==> src/rtl/chacha_poly1305_feeder.sv <==
// Splits a tagged AAD/payload beat stream into Poly1305 accumulator blocks,
// zero-filling unused bytes and closing each message with the length block.
module chacha_poly1305_feeder (
    input  logic         clk,
    input  logic         rst_n,
    input  logic         start,
    input  logic         in_valid,
    input  logic [127:0] in_data,
    input  logic [15:0]  in_keep,
    input  logic         in_is_aad,
    input  logic         in_last,
    output logic         in_ready,
    output logic         aad_valid,
    output logic [127:0] aad_data,
    output logic [15:0]  aad_keep,
    input  logic         aad_ready,
    output logic         pld_valid,
    output logic [127:0] pld_data,
    output logic [15:0]  pld_keep,
    input  logic         pld_ready,
    output logic         len_valid,
    output logic [127:0] len_block,
    input  logic         len_ready,
    output logic         busy,
    output logic         done,
    output logic         err
);

    localparam logic [2:0] ST_IDLE = 3'd0;
    localparam logic [2:0] ST_AAD  = 3'd1;
    localparam logic [2:0] ST_PLD  = 3'd2;
    localparam logic [2:0] ST_LEN  = 3'd3;
    localparam logic [2:0] ST_DONE = 3'd4;

    function automatic logic [127:0] zero_fill(input logic [127:0] d, input logic [15:0] k);
        logic [127:0] r;
        r = 128'd0;
        for (int i = 0; i < 16; i++) begin
            r[8*i +: 8] = k[i] ? d[8*i +: 8] : 8'h00;
        end
        return r;
    endfunction

    function automatic logic [63:0] keep_count(input logic [15:0] k);
        logic [63:0] c;
        c = 64'd0;
        for (int i = 0; i < 16; i++) begin
            c = c + {63'd0, k[i]};
        end
        return c;
    endfunction

    // A legal keep is 2^n-1: adding one must carry through every set bit.
    function automatic logic keep_contig(input logic [15:0] k);
        return ((k & (k + 16'd1)) == 16'd0);
    endfunction

    logic [2:0]   state_r, state_n;
    logic         in_ready_r;
    logic         aad_valid_r, aad_valid_n;
    logic         pld_valid_r, pld_valid_n;
    logic [127:0] data_r, data_n;
    logic [15:0]  keep_r, keep_n;
    logic [63:0]  aad_cnt_r, aad_cnt_n;
    logic [63:0]  pld_cnt_r, pld_cnt_n;
    logic         last_r, last_n;
    logic         aad_part_r, aad_part_n;
    logic         err_r, err_n;
    logic         len_valid_r, len_valid_n;
    logic [127:0] len_block_r, len_block_n;
    logic         done_r, done_n;
    logic         busy_r;

    logic         accept_s;
    logic         out_hs_s;
    logic         route_aad_s;
    logic         keep_partial_s;
    logic         beat_err_s;
    logic [63:0]  nbytes_s;

    // Handshake and per-beat classification.
    always_comb begin
        accept_s       = in_valid && in_ready_r;
        out_hs_s       = (aad_valid_r && aad_ready) || (pld_valid_r && pld_ready);
        route_aad_s    = in_is_aad && (state_r == ST_AAD);
        keep_partial_s = (in_keep != 16'hFFFF) && (in_keep != 16'h0000);
        nbytes_s       = keep_count(in_keep);
        beat_err_s     = !keep_contig(in_keep)
                       || (in_is_aad && aad_part_r)
                       || (in_is_aad && (state_r == ST_PLD))
                       || (!route_aad_s && keep_partial_s && !in_last);
    end

    // Next-state and datapath update for the whole message sequencer.
    always_comb begin
        state_n     = state_r;
        aad_valid_n = aad_valid_r;
        pld_valid_n = pld_valid_r;
        data_n      = data_r;
        keep_n      = keep_r;
        aad_cnt_n   = aad_cnt_r;
        pld_cnt_n   = pld_cnt_r;
        last_n      = last_r;
        aad_part_n  = aad_part_r;
        err_n       = err_r;
        len_valid_n = len_valid_r;
        len_block_n = len_block_r;
        done_n      = 1'b0;
        case (state_r)
            ST_IDLE: begin
                if (start) begin
                    state_n    = ST_AAD;
                    aad_cnt_n  = 64'd0;
                    pld_cnt_n  = 64'd0;
                    err_n      = 1'b0;
                    last_n     = 1'b0;
                    aad_part_n = 1'b0;
                end else begin
                    state_n = ST_IDLE;
                end
            end
            ST_AAD, ST_PLD: begin
                if (out_hs_s) begin
                    aad_valid_n = 1'b0;
                    pld_valid_n = 1'b0;
                    if (last_r) begin
                        state_n     = ST_LEN;
                        len_valid_n = 1'b1;
                        len_block_n = {pld_cnt_r, aad_cnt_r};
                    end else begin
                        state_n = state_r;
                    end
                end else if (accept_s) begin
                    err_n = err_r || beat_err_s;
                    if (route_aad_s) begin
                        aad_cnt_n  = aad_cnt_r + nbytes_s;
                        aad_part_n = keep_partial_s;
                    end else begin
                        pld_cnt_n = pld_cnt_r + nbytes_s;
                        state_n   = ST_PLD;
                    end
                    // Empty beats only carry in_last; nothing is forwarded.
                    if (in_keep != 16'h0000) begin
                        aad_valid_n = route_aad_s;
                        pld_valid_n = !route_aad_s;
                        data_n      = zero_fill(in_data, in_keep);
                        keep_n      = in_keep;
                        last_n      = in_last;
                    end else if (in_last) begin
                        state_n     = ST_LEN;
                        len_valid_n = 1'b1;
                        len_block_n = {pld_cnt_r, aad_cnt_r};
                    end else begin
                        last_n = last_r;
                    end
                end else begin
                    state_n = state_r;
                end
            end
            ST_LEN: begin
                if (len_ready) begin
                    len_valid_n = 1'b0;
                    state_n     = ST_DONE;
                    done_n      = 1'b1;
                end else begin
                    len_valid_n = 1'b1;
                end
            end
            ST_DONE: begin
                state_n = ST_IDLE;
            end
            default: begin
                state_n     = ST_IDLE;
                aad_valid_n = 1'b0;
                pld_valid_n = 1'b0;
                len_valid_n = 1'b0;
            end
        endcase
    end

    // State and output registers; in_ready and busy are precomputed from next state.
    always_ff @(posedge clk or negedge rst_n) begin
        if (!rst_n) begin
            state_r     <= ST_IDLE;
            in_ready_r  <= 1'b0;
            aad_valid_r <= 1'b0;
            pld_valid_r <= 1'b0;
            data_r      <= 128'd0;
            keep_r      <= 16'd0;
            aad_cnt_r   <= 64'd0;
            pld_cnt_r   <= 64'd0;
            last_r      <= 1'b0;
            aad_part_r  <= 1'b0;
            err_r       <= 1'b0;
            len_valid_r <= 1'b0;
            len_block_r <= 128'd0;
            done_r      <= 1'b0;
            busy_r      <= 1'b0;
        end else begin
            state_r     <= state_n;
            in_ready_r  <= ((state_n == ST_AAD) || (state_n == ST_PLD))
                           && !(aad_valid_n || pld_valid_n);
            aad_valid_r <= aad_valid_n;
            pld_valid_r <= pld_valid_n;
            data_r      <= data_n;
            keep_r      <= keep_n;
            aad_cnt_r   <= aad_cnt_n;
            pld_cnt_r   <= pld_cnt_n;
            last_r      <= last_n;
            aad_part_r  <= aad_part_n;
            err_r       <= err_n;
            len_valid_r <= len_valid_n;
            len_block_r <= len_block_n;
            done_r      <= done_n;
            busy_r      <= (state_n != ST_IDLE);
        end
    end

    assign in_ready  = in_ready_r;
    assign aad_valid = aad_valid_r;
    assign aad_data  = data_r;
    assign aad_keep  = keep_r;
    assign pld_valid = pld_valid_r;
    assign pld_data  = data_r;
    assign pld_keep  = keep_r;
    assign len_valid = len_valid_r;
    assign len_block = len_block_r;
    assign busy      = busy_r;
    assign done      = done_r;
    assign err       = err_r;

endmodule

==> config.mk <==
export PLATFORM = sky130hd
export DESIGN_NAME = chacha_poly1305_feeder
export DESIGN_NICKNAME = d
export VERILOG_FILES = /design/src/rtl/chacha_poly1305_feeder.sv
export SDC_FILE = /design/constraint.sdc
export NUM_CORES = 1
export LEC_CHECK = 0
export BUFFER_PORTS_ARGS = -buffer_cell sky130_fd_sc_hd__buf_2
export CORE_UTILIZATION = 25
export DETAILED_ROUTE_END_ITERATION = 10
export PLACE_DENSITY = 0.49
export SYNTH_ARGS = -nofsm -noshare
export SYNTH_HDL_FRONTEND = slang
export SYNTH_SLANG_ARGS = --single-unit
==> constraint.sdc <==
create_clock -name clk -period 5 [get_ports clk]
set_input_delay 0.5 -clock clk [delete_from_list [all_inputs] [get_ports clk]]
set_output_delay 0.5 -clock clk [all_outputs]
set_load 0.01 [all_outputs]
==> impl_results.md <==
* DRC at 0
* Grt ovf at 0
* Vias/cell at 4.614
* Drt wl/cell at 20.86 um
* Post-synth ARST share at 1.000
* ANT nets after route at 0
* First-pass GRT wire length at 105.1 mm
* Final hold violation count at 0
* TritonCTS Buffers at 50
* Core area at 0.07734 mm2
* Status: complete, no violations
* Largest net degree at the start of global routing at 188
* Worst hold slack at 0.1388 ns
* GRT Util Overall at 0.1770
* Peak Freq at 200.5 MHz
* Die Height at 281.4 um
* Yosys reg bits at 412
* Nature of the critical path endpoint: flop
* Initial core utilization at 0.2523
* Register area share after synthesis at 0.5283
* Vias in the first global route at 15670
* P_leak at 0.01260 uW
* CP peak stage delay at 0.60 ns
* # IOs at 576
* Syn nets at 2122
* Final setup fails at 0
* Reg-to-reg startpoint: state_r[0]$_DFF_PN0_
* Kind of critical path: in -> reg
* Clock latency on the worst-skew pair at 0.60 ns
* DRT Pass-1 Iters at 7
* Fin crit share at 0.9974
* Routed WL at 73.17 mm
* Fill count at 8035
* Avg Cell Area, Syn at 10.07 um2
* CP required at 5.51 ns
* Most frequent cells in the layout: 569 x buf_2, 412 x dfrtp_1, 338 x nand2_1
* Synthesized area at 0.01951 mm2
* DR iter-0 viols at 887
* Crit path capture: aad_cnt_r[4]$_DFFE_PN0P_
* Worst slew margin at 0.2761
* DIE AREA at 0.07918 mm2
* Crit Path Max Fanout at 3
* Worst path depth at 26
* Min cycle time layout at 4.987 ns
* Arrival time worst endpoint at 5.50 ns
* Reg2reg end: aad_cnt_r[46]$_DFFE_PN0P_
* # nets final at 2606
* Die W at 281.4 um
* RSZ-0062 raised after global routing: true
* Area grow syn2layout at 28.09%
* Root buf cell: clkbuf_16
* Finished Core Util at 0.3232
* Max clock buf depth at 3
* Synthesis Warnings at 0
* CTS tree: done
* R2r setup slk at 1.34 ns
* CP startpoint: in_keep[15]
* Clock Skew at 0.01287 ns
* Min-delay worst type: in -> reg
* Top cell by count, worst path: buf_4
* R2R depth at 9
* IO buf count at 575
* Netlist cell types at 54
* Slew Viols, Final at 0
* Cell family with most CP delay: adder cells
* Slew of the pin with the lowest slew margin at 1.086 ns
* Mapped Cells at 1937
* Top_reg_cell synth: dfrtp_1
* Worst Path Buf+Inv at 13
* Commonest non-fill, non-tap cell in the layout: buf_2
* Clock sink count at 412
* Worst path slowest cell: fa_2
* PD cells at 524.1 mW/mm2
* Crit start category: input pin
* Share of cells above drive strength 1 at 0.3783
* Initial antenna violation count at 9
* Total number of vias at 16180
* Site Rows at 102
* Reg clk slew, reported paths at 0.06 ns
* Dpl hpwl at 54.96 mm
* Max VDD drop at 0.2650 mV
* H-tree Lvls at 2
* Final Wtd Congestion at 0.8716
* Number of max-cap violations at 0
* Number of enable flip-flop cells after synthesis at 0
how the worst min path moves through the flow:
stage,startpoint,endpoint,cells after the start,slack (ns)
final,in_data[66],aad_data[66]$_DFFE_PN0P_,3,0.14
after global routing,in_data[72],aad_data[72]$_DFFE_PN0P_,3,0.12
after CTS,in_data[72],aad_data[72]$_DFFE_PN0P_,3,0.1
after detailed placement,aad_part_r$_DFFE_PN0P_,aad_part_r$_DFFE_PN0P_,2,0.48
after global placement,aad_part_r$_DFFE_PN0P_,aad_part_r$_DFFE_PN0P_,2,0.46
after floorplan,rst_n,aad_cnt_r[0]$_DFFE_PN0P_,0,0.20
metrics by stage:
step	power, uW	setup WS, ns	instances	setup TNS (ns)	area (um2)
2_1_floorplan	7244	-0.4733	1937	-3.791	19620
3_3_place_gp	9171	-0.7603	3390	-63.05	22970
3_5_place_dp	9219	-0.7643	3390	-62.94	22970
4_1_cts	13150	0.001488	3495	0	24790
5_1_grt	13860	-0.1275	3503	-0.2612	24990
6_report	13100	0.01303	3507	0	25000
cell usage after synthesis, types with 5 or more instances:
library cell | n | area [um2]
a21boi_0 | 5 | 37.54
a21o_1 | 5 | 37.54
a21oi_1 | 76 | 380.4
and2_1 | 12 | 75.07
and3_1 | 23 | 143.9
and4_1 | 9 | 78.83
buf_1 | 5 | 18.77
buf_2 | 5 | 25.02
buf_4 | 145 | 1089
clkbuf_1 | 90 | 337.8
dfrtp_1 | 412 | 10310
fa_1 | 12 | 240.2
ha_1 | 20 | 250.2
inv_1 | 52 | 195.2
mux2_2 | 129 | 1453
nand2_1 | 339 | 1272
nand3_1 | 37 | 185.2
nand4_1 | 49 | 306.5
nor2_1 | 77 | 289.0
nor3_1 | 19 | 95.09
nor4_1 | 14 | 87.58
o211ai_1 | 6 | 45.04
o21a_1 | 6 | 45.04
o21ai_0 | 195 | 975.9
o31ai_1 | 26 | 195.2
or3_1 | 45 | 281.5
or4_1 | 17 | 127.6
xnor2_1 | 23 | 201.4
xor2_1 | 40 | 350.3
state kept, by name, summed over array words and instances (netlist names):
name / flops
in_ready: 1
state_r: 3
len_block: 128
aad_keep: 16
busy: 1
aad_valid: 1
aad_part_r: 1
pld_cnt_r: 64
len_valid: 1
aad_data: 128
done: 1
aad_cnt_r: 64
pld_valid: 1
err: 1
last_r: 1
metal layers:
| metal | vias to the layer above | track usage | wire length, um |
|---|---|---|---|
| met5 | - | 0.001221 | 18 |
| met4 | 4 | 0.09281 | 3790 |
| met3 | 138 | 0.04872 | 5324 |
| met2 | 501 | 0.2878 | 34930 |
| met1 | 8039 | 0.2129 | 29110 |
| li1 | 7499 | - | - |
logic make-up (layout without fill, tap and decap cells):
logic type,after synthesis,after routing,synth area share
buffers and inverters,297,820,0.08534
adder cells (fa/ha/maj),33,33,0.02565
AO/OA/AOI/OAI,343,343,0.09862
XOR/XNOR,63,63,0.02828
other,0,6,0
flip-flops,412,412,0.5283
AND/OR/NAND/NOR,659,660,0.1588
multiplexers,130,130,0.07495
report_power, final:
part           internal [uW]  switching [uW]
registers               3970             633
clock network           2230            1530
logic                   1760            2980
repair_timing:
action	4_1_cts	5_1_grt
endpoints found under the setup margin	31	78
gates resized for setup	12	30
hold buffers	1	0
buffers inserted	12	5
pin swaps	13	13
endpoints found under the hold margin	81	0
cloned	1	1
final cells by class:
| type | instances | area (um2) | area share |
|---|---|---|---|
| Clock inverter | 21 | 284.0 | 0.01136 |
| Inverter | 52 | 202.7 | 0.008109 |
| Sequential cell | 412 | 10310 | 0.4125 |
| Clock buffer | 71 | 1410 | 0.05641 |
| Multi-Input combinational cell | 1229 | 7706 | 0.3083 |
| Antenna cell | 6 | 15.01 | 0.0006007 |
| Timing Repair Buffer | 676 | 3766 | 0.1507 |
| Tap cell | 1040 | 1301 | 0.05206 |
worst min-delay path: stages:
cell and delay (ns):
buf_2 0.10, nand2_1 0.05, o21ai_0 0.06
(Power assumes the default switching activity.)
